File: src/rtl/deparser_pkg.sv
// Shared constants for the deparser: bus widths, FSM encodings, memory access width.
package deparser_pkg;

    localparam int ADDR_BUS    = 32;
    localparam int DATA_BUS    = 32;
    localparam int NUM_HEADERS = 4;
    localparam int WORD_WIDTH  = 32;

    localparam logic TRUE  = 1'b1;
    localparam logic FALSE = 1'b0;

    // FSM encodings (2-bit, kept as plain constants for legacy tooling)
    localparam logic [1:0] DP_IDLE  = 2'd0;
    localparam logic [1:0] DP_WRITE = 2'd1;
    localparam logic [1:0] DP_DONE  = 2'd2;
    localparam logic [1:0] DP_REARM = 2'd3;

    // Every header write is one full bus word
    localparam logic [3:0] MEM_WIDTH_WORD = 4'd4;

endpackage

File: src/rtl/deparser.sv
// Deparser: latches a parsed header vector and writes each enabled word back
// into the packet buffer over the mem_* port, one index per cycle, then pulses done.
module deparser
    import deparser_pkg::*;
#(
    parameter int NUM_HDRS  = NUM_HEADERS,
    parameter int HDR_W     = WORD_WIDTH,
    parameter int BASE_ADDR = 0,
    parameter int STRIDE    = 4
) (
    input  logic                       clk,
    input  logic                       rst,
    input  logic                       start_i,
    input  logic [HDR_W*NUM_HDRS-1:0]  hdrs_i,
    input  logic [NUM_HDRS-1:0]        hdr_mask_i,
    output logic                       mem_ce_o,
    output logic                       mem_we_o,
    output logic [ADDR_BUS-1:0]        mem_addr_o,
    output logic [3:0]                 mem_width_o,
    output logic [DATA_BUS-1:0]        mem_data_o,
    output logic                       ready_o,
    output logic                       busy_o,
    output logic                       done_o
);

    localparam int IDX_W = (NUM_HDRS > 1) ? $clog2(NUM_HDRS) : 1;
    localparam logic [IDX_W-1:0] LAST_IDX = IDX_W'(NUM_HDRS - 1);

    logic [1:0]                       state_q, state_d;
    logic [IDX_W-1:0]                 idx_q, idx_d;
    logic [NUM_HDRS-1:0][HDR_W-1:0]   hdrs_q, hdrs_d;
    logic [NUM_HDRS-1:0]              mask_q, mask_d;

    logic                             ce_d;
    logic [ADDR_BUS-1:0]              addr_d;
    logic [3:0]                       width_d;
    logic [DATA_BUS-1:0]              data_d;

    // Next-state: accept in IDLE, walk every index in WRITE, pulse DONE, wait for start low in REARM
    always_comb begin
        state_d = state_q;
        idx_d   = idx_q;
        hdrs_d  = hdrs_q;
        mask_d  = mask_q;
        case (state_q)
            DP_IDLE: begin
                if (start_i) begin
                    hdrs_d  = hdrs_i;
                    mask_d  = hdr_mask_i;
                    idx_d   = '0;
                    state_d = DP_WRITE;
                end
            end
            DP_WRITE: begin
                if (idx_q == LAST_IDX) state_d = DP_DONE;
                else                   idx_d   = idx_q + 1'b1;
            end
            DP_DONE:  state_d = DP_REARM;
            DP_REARM: if (!start_i) state_d = DP_IDLE;
            default:  state_d = DP_IDLE;
        endcase
    end

    // Memory request for the upcoming cycle, derived from next state so outputs can be registered
    always_comb begin
        ce_d    = (state_d == DP_WRITE) && mask_d[idx_d];
        addr_d  = '0;
        width_d = '0;
        data_d  = '0;
        if (ce_d) begin
            // Wraps modulo the address bus; no overflow detection by design
            addr_d  = ADDR_BUS'(BASE_ADDR) + ADDR_BUS'(idx_d) * ADDR_BUS'(STRIDE);
            width_d = MEM_WIDTH_WORD;
            data_d  = DATA_BUS'(hdrs_d[idx_d]);
        end
    end

    // State, shadow copy of the header vector, and registered outputs
    always_ff @(posedge clk or posedge rst) begin
        if (rst) begin
            state_q     <= DP_IDLE;
            idx_q       <= '0;
            hdrs_q      <= '0;
            mask_q      <= '0;
            mem_ce_o    <= FALSE;
            mem_we_o    <= FALSE;
            mem_addr_o  <= '0;
            mem_width_o <= '0;
            mem_data_o  <= '0;
            ready_o     <= TRUE;
            busy_o      <= FALSE;
            done_o      <= FALSE;
        end else begin
            state_q     <= state_d;
            idx_q       <= idx_d;
            hdrs_q      <= hdrs_d;
            mask_q      <= mask_d;
            mem_ce_o    <= ce_d;
            mem_we_o    <= ce_d;
            mem_addr_o  <= addr_d;
            mem_width_o <= width_d;
            mem_data_o  <= data_d;
            ready_o     <= (state_d == DP_IDLE);
            busy_o      <= (state_d == DP_WRITE);
            done_o      <= (state_d == DP_DONE);
        end
    end

endmodule

File: config.mk
export PLATFORM = sky130hd
export DESIGN_NAME = deparser
export DESIGN_NICKNAME = d
export VERILOG_FILES = /design/src/rtl/deparser_pkg.sv /design/src/rtl/deparser.sv
export SDC_FILE = /design/constraint.sdc
export NUM_CORES = 1
export LEC_CHECK = 0
export BUFFER_PORTS_ARGS = -buffer_cell sky130_fd_sc_hd__buf_2
export CAP_MARGIN = 20
export CORE_ASPECT_RATIO = 0.75
export CORE_MARGIN = 3
export CORE_UTILIZATION = 55
export CTS_BUF_LIST = sky130_fd_sc_hd__clkbuf_8
export CTS_CLUSTER_DIAMETER = 120
export DETAILED_ROUTE_END_ITERATION = 8
export PLACE_DENSITY_LB_ADDON = 0.12
export SETUP_SLACK_MARGIN = 0.1
export SYNTH_ARGS = -nofsm -noshare
export SYNTH_HDL_FRONTEND = slang
export SYNTH_SLANG_ARGS = --single-unit
export TNS_END_PERCENT = 30
File: constraint.sdc
create_clock -name clk -period 14.51 [get_ports clk]
set_input_delay 1.451 -clock clk [delete_from_list [all_inputs] [get_ports clk]]
set_output_delay 1.451 -clock clk [all_outputs]
set_load 0.03 [all_outputs]
==> report_table.html <==
<table>
<tr><th>Metric</th><th>Value</th></tr>
<tr><th colspan="2">Timing</th></tr>
<tr><td>Worst setup skew after layout</td><td>0.0164 ns</td></tr>
<tr><td>Clock period minus final worst setup slack</td><td>3.72 ns</td></tr>
<tr><td>RSZ-0062 raised after global routing</td><td>false</td></tr>
<tr><td>Worst-case hold slack</td><td>0.478 ns</td></tr>
<tr><td>Peak Freq</td><td>0.268 GHz</td></tr>
<tr><td>Final Hold Violating Endpoints</td><td>0</td></tr>
<tr><td>Final setup violation count</td><td>0</td></tr>
<tr><td>Rel. slew slack</td><td>27.3%</td></tr>
<tr><td>Post-Route Setup TNS</td><td>0 ns</td></tr>
<tr><td>Actual transition at the worst max-transition pin</td><td>1.09 ns</td></tr>
<tr><td>Number of max-slew violations in the final report</td><td>0</td></tr>
<tr><td>Share of the clock period used by the worst path</td><td>25.7%</td></tr>
<tr><th colspan="2">Critical path</th></tr>
<tr><td>Data required time at the worst endpoint</td><td>14.83 ns</td></tr>
<tr><td>Data arrival, critical path</td><td>4.05 ns</td></tr>
<tr><td>Top cell by count, worst path</td><td>sky130_fd_sc_hd__buf_4</td></tr>
<tr><td>Worst reg-to-reg setup slack</td><td>11.12 ns</td></tr>
<tr><td>Crit. End Element</td><td>register</td></tr>
<tr><td>Cells traversed along the worst timing path</td><td>buf_2 -&gt; nor3b_4 -&gt; buf_4 -&gt; buf_4 -&gt; mux2_2 -&gt; o22ai_1 -&gt; a21oi_1</td></tr>
<tr><td>Critical Path Max Stage Delay</td><td>0.82 ns</td></tr>
<tr><td>Worst-path fanout max</td><td>89</td></tr>
<tr><td>Crit start category</td><td>input port</td></tr>
<tr><td>Worst path slowest cell</td><td>sky130_fd_sc_hd__buf_4</td></tr>
<tr><td>Path type of the worst setup path</td><td>input port to register</td></tr>
<tr><th colspan="2">Global route</th></tr>
<tr><td>Total global-route track usage</td><td>24.9%</td></tr>
<tr><td>Pin count of the biggest net entering global routing</td><td>101</td></tr>
<tr><td>Global-route congestion overflow total</td><td>0</td></tr>
<tr><td>Global routing met1 resource utilization</td><td>37.7%</td></tr>
<tr><td>Busiest metal layer after global routing</td><td>met1</td></tr>
<tr><td>First-pass GRT wire length</td><td>33.1 mm</td></tr>
<tr><td>M3 GR Usage</td><td>4.52%</td></tr>
<tr><td>Via count of the first global-routing pass</td><td>6501</td></tr>
<tr><td>Met2 track utilization from global routing</td><td>37.3%</td></tr>
<tr><td>Number of antenna violations at the first check in global routing</td><td>0</td></tr>
<tr><th colspan="2">Clocking</th></tr>
<tr><td>Clock tree from TritonCTS</td><td>built</td></tr>
<tr><td>Skew-Pair Late Insertion Delay</td><td>0.45 ns</td></tr>
<tr><td>Root Buffer Master</td><td>sky130_fd_sc_hd__clkbuf_8</td></tr>
<tr><td>Number of CTS-inserted buffers</td><td>17</td></tr>
<tr><td>Post_cts resized</td><td>0</td></tr>
<tr><td>Number of buffers inserted to repair setup after CTS</td><td>0</td></tr>
<tr><td>Maximum count of clock buffers along a single path</td><td>2</td></tr>
<tr><td>Number of sinks handled by clock tree synthesis</td><td>174</td></tr>
<tr><td>CTS Hold Bufs</td><td>0</td></tr>
<tr><td>Clock Pin Slew Worst Setup and Hold Paths</td><td>0.10 ns</td></tr>
<tr><td>Level count of the clock H-tree</td><td>4</td></tr>
<tr><th colspan="2">Route</th></tr>
<tr><td>Average vias per placed instance</td><td>5.34</td></tr>
<tr><td>Routed length per instance</td><td>16.2 um</td></tr>
<tr><td>Drt first-iter violations</td><td>506</td></tr>
<tr><td>Detailed Routing Iterations Pass 1</td><td>5</td></tr>
<tr><td>Number of nets with antenna violations after routing</td><td>0</td></tr>
<tr><td>Routed via count</td><td>6793</td></tr>
<tr><td>Post-detailed-routing wire length</td><td>20.6 mm</td></tr>
<tr><td>Remaining DRCs</td><td>0</td></tr>
<tr><th colspan="2">Die</th></tr>
<tr><td>Die height</td><td>112 um</td></tr>
<tr><td>Die width</td><td>147 um</td></tr>
<tr><td>Placeable core region</td><td>14100 um^2</td></tr>
<tr><td>Number of top-level design ports</td><td>208</td></tr>
<tr><td>Overall die area</td><td>16400 um^2</td></tr>
<tr><td>Standard-cell row count</td><td>37</td></tr>
<tr><td>Effective utilization at floorplan</td><td>57.9%</td></tr>
<tr><th colspan="2">Synthesis</th></tr>
<tr><td>Syn. warnings</td><td>0</td></tr>
<tr><td>Combined area of all synthesized cells</td><td>8180 um^2</td></tr>
<tr><td>Count of cell types in the netlist</td><td>39</td></tr>
<tr><td>Seq/Total Area, Yosys</td><td>53.3%</td></tr>
<tr><td>Post-Synthesis Mean Instance Area</td><td>8.73 um^2</td></tr>
<tr><td>Number of synthesized register bits</td><td>174</td></tr>
<tr><td>Cells after synthesis</td><td>937</td></tr>
<tr><th colspan="2">Final layout</th></tr>
<tr><td>Fraction of layout instances using a drive strength above 1</td><td>22.7%</td></tr>
<tr><td>Antenna cells</td><td>0</td></tr>
<tr><td>Layout filler cell count</td><td>1196</td></tr>
<tr><td>Final #Nets</td><td>1199</td></tr>
<tr><td>FF+latch area</td><td>4360 um^2</td></tr>
<tr><td>Synth-to-Final Area Change</td><td>13.7%</td></tr>
<tr><td>Area taken by multi-input logic gates</td><td>3360 um^2</td></tr>
<tr><td>Cell area after layout</td><td>9300 um^2</td></tr>
<tr><th colspan="2">Pwr</th></tr>
<tr><td>Worst vdd ir</td><td>0.238 mV</td></tr>
<tr><td>Total leakage power</td><td>5.12 nW</td></tr>
<tr><td>Areal power density over the cells</td><td>222 nW/um^2</td></tr>
<tr><th colspan="2">Worst hold path</th></tr>
<tr><td>Class of the tightest hold or removal check</td><td>register to register</td></tr>
<tr><th colspan="2">Outcome</th></tr>
<tr><td>Outcome</td><td>completed</td></tr>
<tr><th colspan="2">Placement</th></tr>
<tr><td>Final estimated routing congestion in global placement</td><td>0.826</td></tr>
<tr><td>Post-DP Area</td><td>8930 um^2</td></tr>
<tr><td>IO Port Bufs</td><td>174</td></tr>
<tr><td>Hpwl dp</td><td>12.8 mm</td></tr>
<tr><th colspan="2">Run</th></tr>
<tr><td>Number of maximum-capacitance constraint violations</td><td>0</td></tr>
</table>
-- layout make-up --
cell class | instances | area share [%]
Clock buffer | 18 | 2.66
Clock inverter | 14 | 1.26
Inverter | 7 | 0.363
Multi-Input combinational cell | 684 | 36.2
Sequential cell | 174 | 46.9
Tap cell | 195 | 2.62
Timing Repair Buffer | 180 | 10.1
-- per-layer routing --
metal,up-vias,wire [um]
li1,3273,-
met1,3215,9520
met2,287,9200
met3,18,1690
met4,0,169
met5,-,0
-- worst paths after layout --
path                             from        endpoint  cells past startpoint
min reg2reg                hdrs_q[81]      hdrs_q[81]                      2
min in group asynchronous         rst      hdrs_q[24]                      2
max reg2reg                state_q[1]  mem_width_o[2]                      6
min                        hdrs_q[81]      hdrs_q[81]                      2
max in group asynchronous         rst        idx_q[1]                      3
max                           start_i  mem_width_o[2]                      7
-- state kept, by name, summed over array words and instances (netlist names) --
signal / flops
done_o: 1
idx_q: 2
busy_o: 1
mem_data_o: 32
mem_width_o: 1
hdrs_q: 128
state_q: 2
mem_addr_o: 2
mask_q: 4
ready_o: 1
-- critical path, delay by kind of cell --
kind                   cells  cell delay (ns)
buffers and inverters      3             1.62
AO/OA/AOI/OAI              2             0.28
multiplexers               1             0.42
AND/OR/NAND/NOR            1             0.19
-- stage by stage --
step | total power [mW] | std cells | setup slack [ns] | util [%]
floorplan | 1.53 | 969 | 8.34 | -
global placement | 1.72 | 1239 | 10.41 | 63.1
detailed placement | 1.75 | 1240 | 10.37 | 63.3
CTS | 2.06 | 1272 | 10.85 | 65.9
global route | 2.22 | 1272 | 10.67 | 65.9
finish | 2.06 | 1272 | 10.79 | 65.9
-- cell usage after synthesis --
| master | instances | share of area [%] |
|---|---|---|
| sky130_fd_sc_hd__a2111oi_2 | 1 | 0.18 |
| sky130_fd_sc_hd__a21o_1 | 32 | 2.9 |
| sky130_fd_sc_hd__a21oi_1 | 68 | 4.2 |
| sky130_fd_sc_hd__a21oi_2 | 2 | 0.21 |
| sky130_fd_sc_hd__a221oi_1 | 32 | 3.4 |
| sky130_fd_sc_hd__and2_1 | 1 | 0.077 |
| sky130_fd_sc_hd__and3_1 | 1 | 0.077 |
| sky130_fd_sc_hd__buf_1 | 2 | 0.092 |
| sky130_fd_sc_hd__buf_2 | 22 | 1.3 |
| sky130_fd_sc_hd__buf_4 | 40 | 3.7 |
| sky130_fd_sc_hd__buf_6 | 4 | 0.55 |
| sky130_fd_sc_hd__clkbuf_1 | 36 | 1.7 |
| sky130_fd_sc_hd__conb_1 | 1 | 0.046 |
| sky130_fd_sc_hd__dfrtp_1 | 173 | 53 |
| sky130_fd_sc_hd__dfstp_2 | 1 | 0.32 |
| sky130_fd_sc_hd__inv_1 | 5 | 0.23 |
| sky130_fd_sc_hd__inv_2 | 1 | 0.046 |
| sky130_fd_sc_hd__inv_4 | 1 | 0.077 |
| sky130_fd_sc_hd__mux2_2 | 3 | 0.41 |
| sky130_fd_sc_hd__mux2i_1 | 1 | 0.12 |
| sky130_fd_sc_hd__nand2_1 | 422 | 19 |
| sky130_fd_sc_hd__nand2b_1 | 3 | 0.23 |
| sky130_fd_sc_hd__nand3_1 | 1 | 0.061 |
| sky130_fd_sc_hd__nand3b_1 | 1 | 0.092 |
| sky130_fd_sc_hd__nand3b_2 | 1 | 0.14 |
| sky130_fd_sc_hd__nand4bb_1 | 1 | 0.14 |
| sky130_fd_sc_hd__nor2_1 | 37 | 1.7 |
| sky130_fd_sc_hd__nor2b_1 | 2 | 0.15 |
| sky130_fd_sc_hd__nor2b_4 | 1 | 0.17 |
| sky130_fd_sc_hd__nor3_1 | 1 | 0.061 |
| sky130_fd_sc_hd__nor3b_2 | 1 | 0.15 |
| sky130_fd_sc_hd__o211ai_1 | 1 | 0.092 |
| sky130_fd_sc_hd__o21ai_0 | 2 | 0.12 |
| sky130_fd_sc_hd__o21ai_1 | 1 | 0.061 |
| sky130_fd_sc_hd__o21ai_4 | 1 | 0.20 |
| sky130_fd_sc_hd__o22ai_1 | 1 | 0.077 |
| sky130_fd_sc_hd__o32ai_1 | 20 | 2.1 |
| sky130_fd_sc_hd__o32ai_2 | 12 | 2.4 |
| sky130_fd_sc_hd__or2_1 | 1 | 0.077 |
-- layout by cell type (no fill, tap or decap), types with 3 or more instances in the layout --
master,instances
sky130_fd_sc_hd__dfrtp_1,171
sky130_fd_sc_hd__mux2_2,3
sky130_fd_sc_hd__inv_1,7
sky130_fd_sc_hd__clkinvlp_4,3
sky130_fd_sc_hd__clkbuf_8,18
sky130_fd_sc_hd__o32ai_2,12
sky130_fd_sc_hd__nor2_1,36
sky130_fd_sc_hd__a221oi_1,32
sky130_fd_sc_hd__a21oi_1,67
sky130_fd_sc_hd__buf_2,174
sky130_fd_sc_hd__a21o_1,32
sky130_fd_sc_hd__o32ai_1,20
sky130_fd_sc_hd__nand2_1,422
sky130_fd_sc_hd__conb_1,33
sky130_fd_sc_hd__buf_4,5
sky130_fd_sc_hd__inv_6,4
-- kinds of logic after synthesis --
kind of cell           Yosys count  share of synthesized area, %
DFF                            174                          53.3
AOI/OAI and AO/OA              173                          16.0
muxes                            4                         0.535
and+or+nand+nor                474                          22.5
other                            1                        0.0459
buffers and inverters          111                          7.67
-- report_power, final --
group,switching (mW),internal (mW)
combinational,0.565,0.328
clock,0.179,0.140
sequential,0.161,0.692
total,0.905,1.16
No activity file was read; power rests on OpenSTA's default activity.
